**config.mk**
```make
export PLATFORM = sky130hd
export DESIGN_NAME = cordic_phase_gen
export DESIGN_NICKNAME = d
export VERILOG_FILES = /design/src/rtl/cordic_pkg.sv /design/src/rtl/cordic_phase_gen.sv
export SDC_FILE = /design/constraint.sdc
export NUM_CORES = 1
export LEC_CHECK = 0
export CORE_MARGIN = 4
export CORE_UTILIZATION = 40
export CTS_BUF_LIST = sky130_fd_sc_hd__clkbuf_4
export CTS_CLUSTER_SIZE = 10
export DETAILED_ROUTE_END_ITERATION = 10
export GPL_ROUTABILITY_DRIVEN = 0
export GPL_TIMING_DRIVEN = 0
export PLACE_DENSITY = 0.62
export SKIP_CTS_REPAIR_TIMING = 1
export SLEW_MARGIN = 40
export SYNTH_ARGS = -nofsm -noshare
export SYNTH_HDL_FRONTEND = slang
export SYNTH_SLANG_ARGS = --single-unit
```
**constraint.sdc**
```tcl
create_clock -name clock -period 3.4 [get_ports clock]
set_clock_uncertainty 0.05 [all_clocks]
set_input_delay 0.85 -clock clock [delete_from_list [all_inputs] [get_ports clock]]
set_output_delay 0.85 -clock clock [all_outputs]
set_load 0.02 [all_outputs]
```
**src/rtl/cordic_pkg.sv**
```systemverilog
// Shared definitions for the CORDIC phase generator: angle width, pi constants,
// FSM state encoding and the triangular-sweep next-angle function.
package cordic_pkg;

    // Signed Q2.14 radians
    localparam int ANGLE_WIDTH = 16;
    // Accumulator step math width: two guard bits so acc + inc never wraps
    localparam int STEP_WIDTH  = ANGLE_WIDTH + 2;

    localparam logic [ANGLE_WIDTH-1:0] PI_HALF = 16'h6488;
    localparam logic [ANGLE_WIDTH:0]   PI      = 17'h0C910;

    localparam logic signed [STEP_WIDTH-1:0] PI_HALF_X     = 18'sh06488;
    localparam logic signed [STEP_WIDTH-1:0] NEG_PI_HALF_X = -18'sh06488;
    localparam logic signed [STEP_WIDTH-1:0] PI_X          = 18'sh0C910;
    localparam logic signed [STEP_WIDTH-1:0] NEG_PI_X      = -18'sh0C910;

    typedef enum logic [1:0] {
        ST_IDLE = 2'd0,
        ST_RUN  = 2'd1,
        ST_DONE = 2'd2
    } state_t;

    typedef struct packed {
        logic [ANGLE_WIDTH-1:0] angle;
        logic                   dir_down;
    } step_t;

    function automatic logic signed [STEP_WIDTH-1:0] sext_angle(
        input logic [ANGLE_WIDTH-1:0] v
    );
        return {{(STEP_WIDTH-ANGLE_WIDTH){v[ANGLE_WIDTH-1]}}, v};
    endfunction

    // Limit a signed starting angle to [-pi/2, +pi/2]
    function automatic logic [ANGLE_WIDTH-1:0] clamp_init(
        input logic [ANGLE_WIDTH-1:0] v
    );
        logic signed [STEP_WIDTH-1:0] x;
        x = sext_angle(v);
        if (x > PI_HALF_X)
            return PI_HALF_X[ANGLE_WIDTH-1:0];
        else if (x < NEG_PI_HALF_X)
            return NEG_PI_HALF_X[ANGLE_WIDTH-1:0];
        else
            return v;
    endfunction

    // Limit an unsigned step magnitude to pi/2
    function automatic logic [ANGLE_WIDTH-1:0] clamp_inc(
        input logic [ANGLE_WIDTH-1:0] v
    );
        return (v > PI_HALF) ? PI_HALF : v;
    endfunction

    // Advance the angle by one step; on crossing +/-pi/2 the overshoot is
    // folded back (x -> +/-pi - x) and the sweep direction flips.
    function automatic step_t next_angle(
        input logic [ANGLE_WIDTH-1:0] acc,
        input logic [ANGLE_WIDTH-1:0] inc,
        input logic                   dir_down
    );
        logic signed [STEP_WIDTH-1:0] a;
        logic signed [STEP_WIDTH-1:0] i;
        logic signed [STEP_WIDTH-1:0] s;
        step_t r;
        a = sext_angle(acc);
        i = {{(STEP_WIDTH-ANGLE_WIDTH){1'b0}}, inc};
        r.dir_down = dir_down;
        if (!dir_down) begin
            s = a + i;
            if (s > PI_HALF_X) begin
                s = PI_X - s;
                r.dir_down = 1'b1;
            end
        end else begin
            s = a - i;
            if (s < NEG_PI_HALF_X) begin
                s = NEG_PI_X - s;
                r.dir_down = 1'b0;
            end
        end
        r.angle = s[ANGLE_WIDTH-1:0];
        return r;
    endfunction

endpackage

```
**src/rtl/cordic_phase_gen.sv**
```systemverilog
// Phase sweep generator: emits num_samples angles into a downstream CORDIC
// input FIFO as a triangular sweep bounded by +/-pi/2, stalling on full.
// Ports: clock, reset (sync, active high), start, phase_init, phase_inc,
//        num_samples, full -> busy, done, wr_en, data_out [, stall_count].
// Option: define PHASE_GEN_STALL_COUNT_EN to add the stall_count output,
//         a saturating count of RUN cycles spent blocked by full.
module cordic_phase_gen
    import cordic_pkg::*;
#(
    parameter int FIFO_DATA_WIDTH = ANGLE_WIDTH
) (
    input  logic                       clock,
    input  logic                       reset,
    input  logic                       start,
    input  logic [FIFO_DATA_WIDTH-1:0] phase_init,
    input  logic [FIFO_DATA_WIDTH-1:0] phase_inc,
    input  logic [15:0]                num_samples,
    output logic                       busy,
    output logic                       done,
    output logic                       wr_en,
    output logic [FIFO_DATA_WIDTH-1:0] data_out,
    input  logic                       full
`ifdef PHASE_GEN_STALL_COUNT_EN
    ,
    output logic [15:0]                stall_count
`endif
);

    state_t                 state;
    logic [ANGLE_WIDTH-1:0] acc;
    logic [ANGLE_WIDTH-1:0] inc;
    logic [15:0]            count;
    logic                   dir_down;
    step_t                  step;

    assign step = next_angle(acc, inc, dir_down);

    always_ff @(posedge clock) begin
        if (reset) begin
            state    <= ST_IDLE;
            acc      <= '0;
            inc      <= '0;
            count    <= '0;
            dir_down <= 1'b0;
        end else begin
            unique case (state)
                ST_IDLE: begin
                    if (start) begin
                        acc      <= clamp_init(ANGLE_WIDTH'(phase_init));
                        inc      <= clamp_inc(ANGLE_WIDTH'(phase_inc));
                        count    <= num_samples;
                        dir_down <= 1'b0;
                        state    <= (num_samples == 16'd0) ? ST_DONE : ST_RUN;
                    end
                end
                ST_RUN: begin
                    // A write happens exactly when full is low
                    if (!full) begin
                        acc      <= step.angle;
                        dir_down <= step.dir_down;
                        count    <= count - 16'd1;
                        if (count == 16'd1)
                            state <= ST_DONE;
                    end
                end
                ST_DONE: state <= ST_IDLE;
                default: state <= ST_IDLE;
            endcase
        end
    end

`ifdef PHASE_GEN_STALL_COUNT_EN
    always_ff @(posedge clock) begin
        if (reset)
            stall_count <= '0;
        else if (state == ST_IDLE && start)
            stall_count <= '0;
        else if (state == ST_RUN && full && stall_count != 16'hFFFF)
            stall_count <= stall_count + 16'd1;
    end
`endif

    assign busy     = (state == ST_RUN);
    assign done     = (state == ST_DONE);
    assign wr_en    = (state == ST_RUN) && !full;
    assign data_out = FIFO_DATA_WIDTH'($signed(acc));

endmodule
```
Word-level counts from Yosys, hierarchy flattened --
Index checks and enable logic that the tools add are counted.
Storage, ports and cells: flip-flop bits (word level) 51, logic and storage cells 52
Operators by class: $add $sub $neg 5, $lt $le $gt $ge 5, eq/ne operators 6, mux-type cells 23, reductions and logical operators 8
Operators by type and width (number):
- 16-bit two-way mux | 10
- 16-bit one-hot mux with 2 select lines | 2
- 15-bit by 16-bit subtractor with 16-bit output (first input constant) | 2
- 16-bit by 17-bit adder with 18-bit output | 1
- 18-bit by 16-bit > comparator with 1-bit output (second input constant) | 1
- 18-bit by 16-bit < comparator with 1-bit output (second input constant) | 1
- 16-bit by 17-bit subtractor with 18-bit output | 1
- 16-bit by 1-bit equality test with 1-bit output (second input constant) | 1
- 16-bit by 15-bit > comparator with 1-bit output (second input constant) | 1
- 16-bit > comparator (second input constant) | 1
- 16-bit zero test | 1
- 16-bit < comparator (second input constant) | 1
- 16-bit by 1-bit subtractor with 16-bit output (second input constant) | 1
- 2-bit two-way mux | 4
- 3-bit AND reduction | 2
- 1-bit two-way mux | 5
- 2-bit inequality test (second input constant) | 2
- 2-bit one-hot mux with 2 select lines | 1
- 2-bit by 1-bit equality test with 1-bit output (second input constant) | 1
- 2-bit equality test (second input constant) | 1
- 2-bit zero test | 1
- 2-bit by 1-bit inequality test with 1-bit output (second input constant) | 1
- 1-bit one-hot mux with 2 select lines | 1
- 2-bit AND reduction | 1
- 3 further kinds | 3

Longest topological paths before layout --
Gate-level depths: netlist (run 1).
depth after elaboration 6, mapped depth 16, depth with buffers taken out 15

Least setup slack after synthesis (run 1) --
No wires, ideal clock.
kind flip-flop to flip-flop, start register acc[0] (netlist: data_out[0]), end register acc[7] (netlist: data_out[7]), data arrival time 3.528 ns, required time 3.233 ns, setup slack -0.296 ns, stages on the path, launching flop included 17, buffers on the path 1, period minus slack after synthesis 3.696 ns, cells stage by stage dfxtp_1 inv_1 ha_1 inv_1 fa_1 a21o_1 a221o_1 a211oi_4 a21boi_1 xor2_1 a41oi_2 a22oi_2 buf_6 a22oi_1 xnor2_1 nand3_1 a32o_1
On the way: word-level cells in the longest chain between the ends 6, elaborated cells on any way between the ends 11
RTL lines:
- start, declared | line cordic_phase_gen.sv:30 | logic [ANGLE_WIDTH-1:0] acc;
- start signal, assigned | line cordic_phase_gen.sv:49 | acc <= clamp_init(ANGLE_WIDTH'(phase_init));
- start signal, assigned | line cordic_phase_gen.sv:59 | acc <= step.angle;
- 16-bit by 17-bit adder with 18-bit output / 16-bit by 17-bit subtractor with 18-bit output (equally long branches) | line cordic_pkg.sv:71, cordic_pkg.sv:77
- 15-bit by 16-bit subtractor with 16-bit output (tied with other cells) | line cordic_pkg.sv:73 | s = PI_X - s;
- 16-bit two-way mux (on tied branches) | line cordic_pkg.sv:72, cordic_pkg.sv:78
- 16-bit two-way mux (*) | line cordic_pkg.sv:70 | if (!dir_down) begin
- 16-bit two-way mux (*) | line cordic_phase_gen.sv:58 | if (!full) begin
- 16-bit one-hot mux with 2 select lines (*) | line cordic_phase_gen.sv:46 | unique case (state)
Mark *: on every way between the ends. The rest lies on a longest branch, timed or not. The select of a mux whose other input is x is not followed. A chain may end at the register's enable or synchronous reset.

Worst setup path in the final report (run 1) --
start register acc[0] (netlist: data_out[0]), end register acc[2] (netlist: data_out[2])
Same word-level chain as after synthesis.

==> results of run 1 <==
[stage by stage]
stage | cells | area, sq um | util [%] | TNS (ps)
final | 1117 | 7910 | 56.3 | -7370
after global routing | 1117 | 7910 | 56.3 | -8710
after CTS | 1057 | 6830 | 48.6 | -11970
after detailed placement | 1049 | 6770 | 48.2 | -10950
after global placement | 1049 | 6760 | 48.2 | -10140
after floorplan | 800 | 5850 | - | -1390
[power by group through the flow]
| stage | sequential (mW) | clock, mW | combinational, mW |
|---|---|---|---|
| 2_1_floorplan | 0.767 | 0 | 1.84 |
| 3_3_place_gp | 0.766 | 0 | 2.52 |
| 3_5_place_dp | 0.772 | 0 | 2.56 |
| 4_1_cts | 0.758 | 0.317 | 2.58 |
| 5_1_grt | 0.772 | 0.333 | 3.76 |
| 6_report | 0.765 | 0.313 | 3.57 |
[per-layer routing]
metal / wire [um] / global-route usage (%)
met3: 2050 / 3.49
met1: 10000 / 36.5
met2: 10900 / 41.9
met4: 829 / 7.74
met5: 0 / 0
[worst min path at each step]
stage,from,to,cells past startpoint
after global placement,count[14]$_SDFFE_PP0P_,count[14]$_SDFFE_PP0P_,2
after detailed placement,state[1]$_SDFFE_PP0P_,state[1]$_SDFFE_PP0P_,1
final,state[1]$_SDFFE_PP0P_,state[1]$_SDFFE_PP0P_,1
after floorplan,state[1]$_SDFFE_PP0P_,state[1]$_SDFFE_PP0P_,1
after CTS,state[1]$_SDFFE_PP0P_,state[1]$_SDFFE_PP0P_,1
after global routing,state[1]$_SDFFE_PP0P_,state[1]$_SDFFE_PP0P_,1
[area by class of cell]
class                           instances  area (sq um)  area share [%]
Buffer                                 41           225            2.85
Timing Repair Buffer                  129          1190            15.1
Inverter                               51           198            2.50
Clock buffer                            6          45.0           0.570
Sequential cell                        51          1050            13.2
Tap cell                              180           225            2.85
Clock inverter                          2          12.5           0.158
Multi-Input combinational cell        657          4960            62.8
[sequential cells by signal, summed over array words and instances (netlist names)]
| name | cells |
|---|---|
| inc | 16 |
| count | 16 |
| dir_down | 1 |
| state | 2 |
| data_out | 16 |
[cell families (layout without fill, tap and decap cells)]
group                    Yosys count  in the layout  synth area share [%]
AND/OR/NAND/NOR                  304            304                  25.9
AO/OA/AOI/OAI                    275            276                  35.1
buffers and inverters             93            229                  6.76
flip-flops                        51             51                  17.6
adder cells (fa/ha/maj)           41             41                  9.12
XOR/XNOR                          33             33                  4.99
multiplexers                       3              3                 0.540
[cell usage in the layout, fill, tap and decap left out, types with 6 or more instances in the layout]
cell type,Yosys,routed
a31oi_1,18,14
a221oi_1,7,6
dfxtp_2,0,8
nand2_1,54,53
buf_6,3,13
a21oi_1,71,59
o22ai_1,7,7
dfxtp_1,51,39
xnor2_1,24,19
nand3_1,26,26
xor2_1,9,6
nand2b_1,12,11
nor2b_1,11,9
o211ai_1,6,6
and2_1,8,8
a21o_1,10,9
clkdlybuf4s50_1,0,68
nor3_1,28,25
nor2_1,96,92
clkbuf_1,27,22
clkbuf_4,0,9
nor4_1,16,15
ha_1,39,34
a21oi_2,1,12
nand4_1,8,8
or3_1,11,10
a211oi_1,19,14
inv_1,50,45
a22oi_1,14,13
buf_4,2,51
and3_1,11,9
o21ai_0,34,30
==> out/results.tsv, run 1 <==
metric	value	unit
Synthesis Warnings	0	
critical path startpoint category	flip-flop	
clock group share of total power	6.7	%
RSZ-0062 raised after global routing	true	
cell count after synthesis	800	
CP top delay family	compound AO/OA/AOI/OAI gates	
Yosys top cell area share	17.6	%
share of cells above drive strength 1	22.1	%
Num Clock Sinks	51	
Worst-Margin Slew	859	ps
Synth area leaders	dfxtp_1 18%, ha_1 8.4%, nor2_1 6.2%, a21oi_1 6.1%, xnor2_1 3.6%	
Flop pwr share	16.5	%
Max clock buf depth	2	
headroom to the max-slew limit	42.3	%
Initial DRC Count	712	
hold_ws	461	ps
Period minus WS final	3980	ps
reg2reg path depth	19	
Overall Global Routing Usage	26.1	%
maxcap violations	0	
largest net degree at the start of global routing	16	
syn_nets	893	
Net Switching	2.33	mW
vias in the first global route	6377	
Post-synth EDFFs	0	
sequential area share after synthesis	17.6	%
worst skew pair latency	400	ps
TritonCTS buffer count	5	
end of the critical path	data_out[2]$_SDFFE_PP0P_	
H-tree depth	2	
Pwr Total	4.64	mW
CTS Root Cell	clkbuf_4	
status	finished, violations left	
wire per inst	21.3	um
first-pass GRT wire length	34500	um
Mapped Area	5790	sq um
CP Cell Sequence	inv_4 -> ha_4 -> inv_2 -> fa_2 -> a21o_4 -> a221o_1 -> a211oi_4 -> buf_6 -> buf_4 -> a21boi_2 -> xor2_4 -> a41oi_2 -> buf_4 -> a21boi_4 -> and2_4 -> buf_8 -> or3_1 -> nand4_1 -> a31oi_1	
core area	14000	sq um
grt total ovfl	0	
initial antenna violation count	0	
Setup WS post-layout	-580	ps
Reg2Reg Setup Slack	-580	ps
Switching Share	50.1	%
Worst VDD drop	0.238	mV
antenna viol nets, final	0	
max-slew violations	0	
Fill cells	1323	
average size of a mapped cell	7.24	sq um
Worst-path clk slew	170	ps
reg2reg end	data_out[2]$_SDFFE_PP0P_	
Post-synth ARST share	0	%
DRT Pass-1 Iters	7	
Place WS	-794	ps
initial core utilization	41.2	%
synth cell count leaders	96 x nor2_1, 71 x a21oi_1, 54 x nand2_1	
Total Die Area	16500	sq um
WP buf/inv	6	
Logic pwr share	76.8	%
total number of vias	7130	
Most Frequent Cell on Critical Path	buf_4	
Cell variety after synth	92	
Crit path arrival time	4190	ps
P_int	2.32	mW
failing checks	negative setup slack	
Final period util	117	%
# diodes	0	
DRC viols	0	
HP Class	flip-flop to flip-flop	
Required @ worst endpoint	3610	ps
Most used DFF post-synth	dfxtp_1	
number of I/O pins	71	
WS Path Type	flip-flop to flip-flop	
CP Launch Point	data_out[0]$_SDFFE_PP0P_	
Pwr Density	587	nW/um^2
final WL	23800	um
Stages on worst setup path	19	
Reg2Reg Launch Point	data_out[0]$_SDFFE_PP0P_	
CTS tree	built	
Hold Fails Final Rpt	0	
Synth Register Bits	51	
fmax	0.251	GHz
die width	128	um
most frequent cell after synthesis	nor2_1	
port bufs	69	
largest area contributor in the netlist	dfxtp_1	
Die Y	128	um
row cnt	43	
slowest stage delay, CP	390	ps
final setup vio count	16	
Leakage Power	3.09	nW
via/cell ratio	6.38	
CP max-delay cell	dfxtp_4	
hpwl dp	17400	um
maximum fanout along the worst path	5	
endpoint type of the worst setup path	flip-flop	
Final nets	1029	
synth-to-layout area growth	36.6	%
Note: power is estimated with default switching activity, not from simulation.
==> run 2, diff against run 1 <==
Settings changed: CAP_MARGIN from default to 40.
==> results of run 2 <==
No change in the layout: final DEF, timing and power equal those of run 1.
